--- src/rtl/fp_sqrt_arbiter.sv ---
// Round-robin front end that shares one iterative fp_sqrt unit between N_REQ requesters.
// Each grant issues one start pulse, holds the operand until done or timeout, then returns the result.
module fp_sqrt_arbiter #(
    parameter int unsigned N_REQ     = 2,
    parameter int unsigned FP_WIDTH  = 32,
    parameter int unsigned RES_WIDTH = 40,
    parameter int unsigned TIMEOUT   = 255,
    localparam int unsigned IdW      = (N_REQ > 1) ? $clog2(N_REQ) : 1
) (
    input  logic                        clk_i,
    input  logic                        reset_i,
    input  logic [N_REQ-1:0]            req_valid_i,
    output logic [N_REQ-1:0]            req_ready_o,
    input  logic [N_REQ*FP_WIDTH-1:0]   req_a_i,
    input  logic [N_REQ*3-1:0]          req_rnd_i,
    output logic                        sqrt_start_o,
    output logic [FP_WIDTH-1:0]         sqrt_a_o,
    output logic [2:0]                  sqrt_rnd_o,
    input  logic                        sqrt_done_i,
    input  logic [RES_WIDTH-1:0]        sqrt_res_i,
    output logic                        resp_valid_o,
    input  logic                        resp_ready_i,
    output logic [IdW-1:0]              resp_id_o,
    output logic [RES_WIDTH-1:0]        resp_res_o,
    output logic                        resp_err_o,
    output logic                        busy_o
);

    localparam int unsigned CntW = $clog2(TIMEOUT + 1);

    localparam logic [1:0] ST_IDLE  = 2'd0;
    localparam logic [1:0] ST_ISSUE = 2'd1;
    localparam logic [1:0] ST_WAIT  = 2'd2;
    localparam logic [1:0] ST_RESP  = 2'd3;

    logic [1:0]           r_state;
    logic [IdW-1:0]       r_rr_ptr;
    logic [FP_WIDTH-1:0]  r_a;
    logic [2:0]           r_rnd;
    logic [IdW-1:0]       r_id;
    logic [RES_WIDTH-1:0] r_res;
    logic                 r_err;
    logic [CntW-1:0]      r_cnt;

    logic                 w_gnt_found;
    logic [IdW-1:0]       w_gnt_idx;
    logic [FP_WIDTH-1:0]  w_gnt_a;
    logic [2:0]           w_gnt_rnd;
    logic [CntW-1:0]      w_cnt_inc;

    // Search starts one past the last winner so the previous grantee has lowest priority.
    always_comb begin
        int unsigned w_idx;
        logic [IdW-1:0] w_sel;
        w_idx       = 0;
        w_sel       = '0;
        w_gnt_found = 1'b0;
        w_gnt_idx   = '0;
        w_gnt_a     = '0;
        w_gnt_rnd   = '0;
        for (int unsigned off = 1; off <= N_REQ; off++) begin
            w_idx = (32'(r_rr_ptr) + off) % N_REQ;
            w_sel = w_idx[IdW-1:0];
            if (!w_gnt_found && req_valid_i[w_sel]) begin
                w_gnt_found = 1'b1;
                w_gnt_idx   = w_sel;
                w_gnt_a     = req_a_i[w_idx*FP_WIDTH +: FP_WIDTH];
                w_gnt_rnd   = req_rnd_i[w_idx*3 +: 3];
            end
        end
    end

    assign w_cnt_inc = r_cnt + 1'b1;

    always_ff @(posedge clk_i) begin
        if (reset_i) begin
            r_state  <= ST_IDLE;
            r_rr_ptr <= IdW'(N_REQ - 1);
            r_a      <= '0;
            r_rnd    <= '0;
            r_id     <= '0;
            r_res    <= '0;
            r_err    <= 1'b0;
            r_cnt    <= '0;
        end else begin
            case (r_state)
                ST_IDLE: begin
                    if (w_gnt_found) begin
                        r_a      <= w_gnt_a;
                        r_rnd    <= w_gnt_rnd;
                        r_id     <= w_gnt_idx;
                        r_rr_ptr <= w_gnt_idx;
                        r_state  <= ST_ISSUE;
                    end
                end
                ST_ISSUE: begin
                    r_cnt   <= '0;
                    r_state <= ST_WAIT;
                end
                ST_WAIT: begin
                    r_cnt <= w_cnt_inc;
                    if (sqrt_done_i) begin
                        r_res   <= sqrt_res_i;
                        r_err   <= 1'b0;
                        r_state <= ST_RESP;
                    end else if (w_cnt_inc == CntW'(TIMEOUT)) begin
                        r_res   <= '0;
                        r_err   <= 1'b1;
                        r_state <= ST_RESP;
                    end
                end
                default: begin
                    if (resp_ready_i) begin
                        r_state <= ST_IDLE;
                    end
                end
            endcase
        end
    end

    always_comb begin
        req_ready_o = '0;
        if (r_state == ST_IDLE && w_gnt_found) begin
            req_ready_o[w_gnt_idx] = 1'b1;
        end
    end

    // Operand stays on the bus until the cycle done is sampled; fp_sqrt reads it at that point.
    assign sqrt_start_o = (r_state == ST_ISSUE);
    assign sqrt_a_o     = (r_state == ST_ISSUE || r_state == ST_WAIT) ? r_a : '0;
    assign sqrt_rnd_o   = (r_state == ST_ISSUE || r_state == ST_WAIT) ? r_rnd : '0;

    assign resp_valid_o = (r_state == ST_RESP);
    assign resp_id_o    = (r_state == ST_RESP) ? r_id : '0;
    assign resp_res_o   = (r_state == ST_RESP) ? r_res : '0;
    assign resp_err_o   = (r_state == ST_RESP) ? r_err : 1'b0;
    assign busy_o       = (r_state != ST_IDLE);

endmodule
--- config.mk ---
export PLATFORM = sky130hd
export DESIGN_NAME = fp_sqrt_arbiter
export DESIGN_NICKNAME = d
export VERILOG_FILES = /design/src/rtl/fp_sqrt_arbiter.sv
export SDC_FILE = /design/constraint.sdc
export NUM_CORES = 1
export LEC_CHECK = 0
export CORE_MARGIN = 4
export CORE_UTILIZATION = 44
export CTS_BUF_LIST = sky130_fd_sc_hd__clkbuf_8
export DETAILED_ROUTE_END_ITERATION = 12
export PLACE_DENSITY = 0.88
export SYNTH_ARGS = -nofsm -noshare
export SYNTH_HDL_FRONTEND = slang
export SYNTH_SLANG_ARGS = --single-unit
--- constraint.sdc ---
create_clock -name clk_i -period 2.2 [get_ports clk_i]
set_clock_uncertainty 0.2 [all_clocks]
set_input_delay 0.33 -clock clk_i [delete_from_list [all_inputs] [get_ports clk_i]]
set_output_delay 0.33 -clock clk_i [all_outputs]
set_load 0.01 [all_outputs]
==> qor.csv <==
stage,metric,value,unit
worst_setup_path,reg-to-reg critical path endpoint,r_res[4],
drt,total routed wirelength,15020,µm
logic_synthesis,Synth cell types,33,
pwr,Cell Pwr Density,956.7,mW/mm²
global_route,total global routing overflow,0,
drt,Vias,4949,
global_route,largest net degree at the start of global routing,56,
cts,Root Buffer,clkbuf_8,
floorplanning,core box area,0.01028,mm²
final_layout,Post-Layout Cell Count,900,
final_layout,"commonest non-fill, non-tap cells in the layout","clkdlybuf4s50_1, dfxtp_1, and2_1",
timing,f_max,469.0,MHz
drt,WL per Instance,16.69,µm
logic_synthesis,synthesized area,0.004633,mm²
hold_path,worst-case hold path end point,r_err,
final_layout,share of cells above drive strength 1,0.2107,
logic_synthesis,Yosys top cell area share,0.3802,
logic_synthesis,"top cells by area, synth","dfxtp_1, and2_1, or3b_2",
cts,"Clk pin slew, worst setup/hold paths",0.09,ns
worst_setup_path,crit path capture type,register,
final_layout,n_diodes,0,
worst_setup_path,R2R depth,7,
placed_design,Placed Area,0.006858,mm²
pwr,maximum vdd drop,622.2,µV
drt,Final ANT Viol Nets,0,
pwr,Flop pwr share,0.337,
logic_synthesis,Mapped Cells,574,
floorplanning,chip height,110.6,µm
drt,DR DRC count,0,
cts,TritonCTS clock tree,yes,
floorplanning,die width,110.6,µm
worst_setup_path,Crit Path Category,reg2reg,
logic_synthesis,Synth Flop Type,dfxtp_1,
timing,"Setup violations, final",0,
floorplanning,Initial Util,0.4508,
final_layout,P&R area growth vs syn,48.69,%
placed_design,Detail Placement HPWL,10540,µm
final_layout,"Design Area, Final",0.006889,mm²
timing,Fin Setup TNS,0,ns
timing,Final period util,0.9693,
global_route,GRT Overall Usage,0.2385,
logic_synthesis,post-synthesis sequential area ratio,0.3802,
worst_setup_path,CP max FO,40,
global_route,antenna violations before repair,0,
worst_setup_path,Worst Setup Start Kind,register,
logic_synthesis,"EDFF count, synth",0,
drt,number of vias per cell,5.499,
placed_design,placed instance count,880,
logic_synthesis,register bit count reported by yosys,88,
placed_design,IO Port Bufs,197,
drt,TritonRoute pass-1 iters,6,
timing,Final Hold Vio Count,0,
worst_setup_path,crit path DAT,2.15,ns
final_layout,"most common cell after layout, fill and taps aside",clkdlybuf4s50_1,
cts,hold_buf cts,0,
floorplanning,# rows,37,
pwr,power share of the clock group,0.182,
floorplanning,die footprint,0.01224,mm²
timing,post-layout min period,2.132,ns
logic_synthesis,top cell type by total area after synthesis,dfxtp_1,
run,total of max-cap violations,0,
hold_path,min-delay src,r_err,
logic_synthesis,"FFs w/ async S/R, synth",0,
pwr,cell-internal power,4.152,mW
run_status,status,"finished, final reports clean",
final_layout,Layout Nets,881,
cts,total CTS buffers,9,
worst_setup_path,worst endpoint required time,2.22,ns
cts,clk sink count,88,
pwr,Net Switching,2.438,mW
worst_setup_path,"reg-to-reg slack, setup",0.07,ns
cts,htree depth,3,
logic_synthesis,synthesis warning total,0,
cts,clk buf depth,2,
logic_synthesis,Synth Area per Inst,8.072,µm²
hold_path,WHS Path Cells,1,
hold_path,Worst Hold Class,reg2reg,
pwr,sw frac,0.3700,
pwr,Comb power frac,0.481,
drt,initial DRC count,250,
cts,clock latency on the worst-skew pair,0.35,ns
timing,max-slew violations,0,
worst_setup_path,worst r2r src,r_cnt[0],
timing,Worst slew margin,0.7541,
timing,Worst Tran Pin Value,0.3689,ns
pwr,Leak,2.740,nW
logic_synthesis,syn nets,696,
placed_design,GP Congestion,0.8252,
floorplanning,I/O pins,198,
global_route,number of global-route vias before repair,5098,
global_route,first-pass GRT wire length,24650,µm
-- cells in the mapped netlist, types with 3 or more instances --
| master | n |
|---|---|
| dfxtp_1 | 88 |
| and2_1 | 79 |
| nor2_1 | 50 |
| a21oi_1 | 48 |
| clkbuf_1 | 47 |
| o21ai_0 | 44 |
| nor3_1 | 41 |
| nor3b_1 | 40 |
| or3b_2 | 40 |
| a221oi_1 | 35 |
| nand2_1 | 13 |
| inv_1 | 8 |
| ha_1 | 6 |
| clkbuf_2 | 4 |
| nand3_1 | 3 |
| nor4_1 | 3 |
| o21ai_1 | 3 |
-- repair_timing --
action | 4_1_cts | 5_1_grt
buffers inserted | 2 | 0
gates resized for setup | 168 | 78
setup endpoints to repair | 81 | 66
pin swaps | 0 | 2
cloned | 2 | 0
-- how the worst max path moves through the flow --
stage | slack (ns) | start | end | depth (start not counted)
final | 0.07 | r_cnt[0] | r_res[4] | 7
after global routing | -0.02 | r_cnt[0] | r_res[4] | 7
after CTS | 0.0002 | r_state[1] | resp_res_o[18] | 6
after detailed placement | -0.07 | req_valid_i[0] | req_ready_o[0] | 4
after global placement | -0.05 | req_valid_i[1] | req_ready_o[1] | 4
after floorplan | 0.26 | r_cnt[1] | r_state[1] | 6
-- kinds of logic (layout without fill, tap and decap cells) --
kind of cell / count (synthesis) / count (layout) / share of synthesized area
xor+xnor: 2 / 2 / 0.003781
mux: 1 / 1 / 0.002160
buf+inv: 61 / 251 / 0.05050
fa+ha+maj: 6 / 6 / 0.01620
simple gates: 276 / 276 / 0.3603
flops: 88 / 88 / 0.3802
compound gates: 140 / 140 / 0.1869
-- layer usage --
metal | vias to the layer above | GRT usage | wire length (µm) | share of wire
li1 | 2397 | - | - | -
met1 | 2299 | 0.2894 | 6277 | 0.42
met2 | 227 | 0.4037 | 7320 | 0.49
met3 | 26 | 0.05973 | 1092 | 0.073
met4 | 0 | 0.09442 | 330 | 0.022
met5 | - | 0 | 0 | 0
-- power by group through the flow --
stage	logic, mW	clock network [mW]	registers (mW)
2_1_floorplan	1.74	0	2.16
3_3_place_gp	2.97	0	2.23
3_5_place_dp	3.10	0	2.24
4_1_cts	3.20	1.23	2.22
5_1_grt	3.50	1.30	2.27
6_report	3.17	1.20	2.22
-- critical path, cell delays in order (launching register included) --
cell	delay, ns
dfxtp_1	0.42
ha_2	0.24
nand3_1	0.13
xor2_1	0.17
a211o_1	0.33
nor2_2	0.16
buf_12	0.21
o21ai_0	0.14
-- metrics by stage --
step / worst slack [ns] / hold WS, ns / utilization / power [mW]
finish: 0.06758 / 0.2639 / 0.6703 / 6.591
CTS: 0.0001752 / 0.2675 / 0.6903 / 6.647
detailed placement: -0.06989 / 0.2478 / 0.6673 / 5.343
global placement: -0.04621 / 0.2403 / 0.6673 / 5.204
floorplan: 0.2564 / 0.2324 / - / 3.895
global route: -0.01958 / 0.2981 / 0.6703 / 7.067
-- state kept, by name, summed over array words and instances, names as in the netlist --
name / cells
r_rr_ptr: 1
r_cnt: 8
r_res: 40
r_id: 1
r_a: 32
r_err: 1
r_state: 2
r_rnd: 3
-- area by class of cell --
cell class	count	area (µm²)
Clock inverter	3	38.79
Sequential cell	88	1765
Multi-Input combinational cell	425	2684
Tap cell	136	170.2
Clock buffer	13	178.9
Inverter	8	30.03
Timing Repair Buffer	227	2022
Fill cell	886	3388
Power figures use the tool's default switching activity.
==> edit: new RTL, config.mk and constraints unchanged <==
The parameter `RES_WIDTH` goes from 40 to 60.
--- a/src/rtl/fp_sqrt_arbiter.sv
+++ b/src/rtl/fp_sqrt_arbiter.sv
@@ -5,3 +5,3 @@
     parameter int unsigned FP_WIDTH  = 32,
-    parameter int unsigned RES_WIDTH = 40,
+    parameter int unsigned RES_WIDTH = 60,
     parameter int unsigned TIMEOUT   = 255,
Interface: changed (resized resp_res_o and sqrt_res_i); port bits go from 198 to 238. The function was not compared with the original's and may differ.
==> edit against the unedited design <==
  * The flow now finishes with violations (negative setup slack)
  * Total power up 12%
  * Synthesized area up 1.8%
  * Sequential cell count up 20
  * Final cell count up 0.11%
  * Wire length up 11%
  * Clock power down 4%
  * Final area up 17%
  * Global-route usage up 1.1 points
  * Setup slack worse by 0.20 ns
  * Largest cell class is now buffers
==> edit: results (changes against the unedited design) <==
| Item | This run | Delta |
|---|---|---|
| Net switching fraction of the power | 34.7% | -2.3 points |
| Net Count, Synth | 649 | -6.8% |
| Worst Setup EP | r_res[38] |  |
| WL per Instance | 18.4 um | +10% |
| Hold Crit Class | primary input to flop |  |
| Number of setup violations in the final report | 67 | +67 |
| Hold Path Depth | 2 | +1 |
| Portion of the post-synthesis area used by sequential elements | 45.8% | +7.8 points |
| Largest cells by area after synthesis | sky130_fd_sc_hd__dfxtp_1 46%, sky130_fd_sc_hd__and2_1 13%, sky130_fd_sc_hd__a22o_1 11%, sky130_fd_sc_hd__a221oi_1 6.5%, sky130_fd_sc_hd__nor3_1 4.4% |  |
| Failing checks | negative setup slack |  |
| Biggest fanout along the worst timing path | 8 | -80% |
| Worst path arrival time | 2.39 ns | +0.24 ns |
| Post-synthesis cell type count | 38 | +15% |
| Registers with the highest flip-flop counts | r_res x60, r_a x32, r_cnt x8 |  |
| Ranking of synthesized cells by instance count | 108 x sky130_fd_sc_hd__dfxtp_1, 99 x sky130_fd_sc_hd__and2_1, 60 x sky130_fd_sc_hd__a22o_1, 51 x sky130_fd_sc_hd__nor2_1, 41 x sky130_fd_sc_hd__nor3_1 |  |
| Largest incremental delay on the critical path | 0.39 ns | -0.03 ns |
| Result of the run | finished with violations |  |
| Buffers added on ports | 237 | +20% |
| Met2 usage in global routing | 43.7% | +3.4 points |
| Placed Area | 0.00735 mm2 | +7.2% |
| Hold EP | r_cnt[3] |  |
| Via count of the first global-routing pass | 5,059 | -0.77% |
| Peak VDD IR | 760 uV | +22% |
| Met1 Resource Use GR | 29.4% | +0.51 points |
| Depth of the worst register-to-register path | 10 | +3 |
| Total Nets Final | 902 | +2.4% |
| Min-Delay Startpoint | reset_i |  |
| Drt initial violations | 301 | +20% |
| Smallest setup slack after layout | -0.136 ns | -0.204 ns |
| Post-synthesis mux area share | 0.212% | -0.0038 points |
| Routed met2 length | 8290 um | +13% |
[edit: cell count changes after synthesis, sizes merged, moves of 20 or more]
cell / before / now
a21oi: 48 / 8
a22o: 0 / 60
and2: 79 / 99
dfxtp: 88 / 108
nor3b: 40 / 0
o21ai: 47 / 7
or3b: 40 / 0
[edit: repair_timing]
item,4_1_cts,5_1_grt
gates resized for setup,230,106
endpoints found under the setup margin,162,125
cloned,6,5
pin swaps,7,15
setup buffers,6,7
[edit: stage by stage]
stage	cells	total power (uW)	hold WS, ns
5_1_grt	901	7810	0.0898
2_1_floorplan	507	3920	0.230
3_5_place_dp	863	5200	0.248
3_3_place_gp	863	5080	0.248
6_report	901	7380	0.103
4_1_cts	890	6530	0.0764
[edit: area by class of cell]
class                   instances  area (um2)
repair buffers                285        3000
well taps                     136         170
fillers                       673        2300
multi-input cells             348        2510
inverters                       8        35.0
clock inverters                 6        48.8
flip-flops and latches        108        2180
clock buffers                  10         138
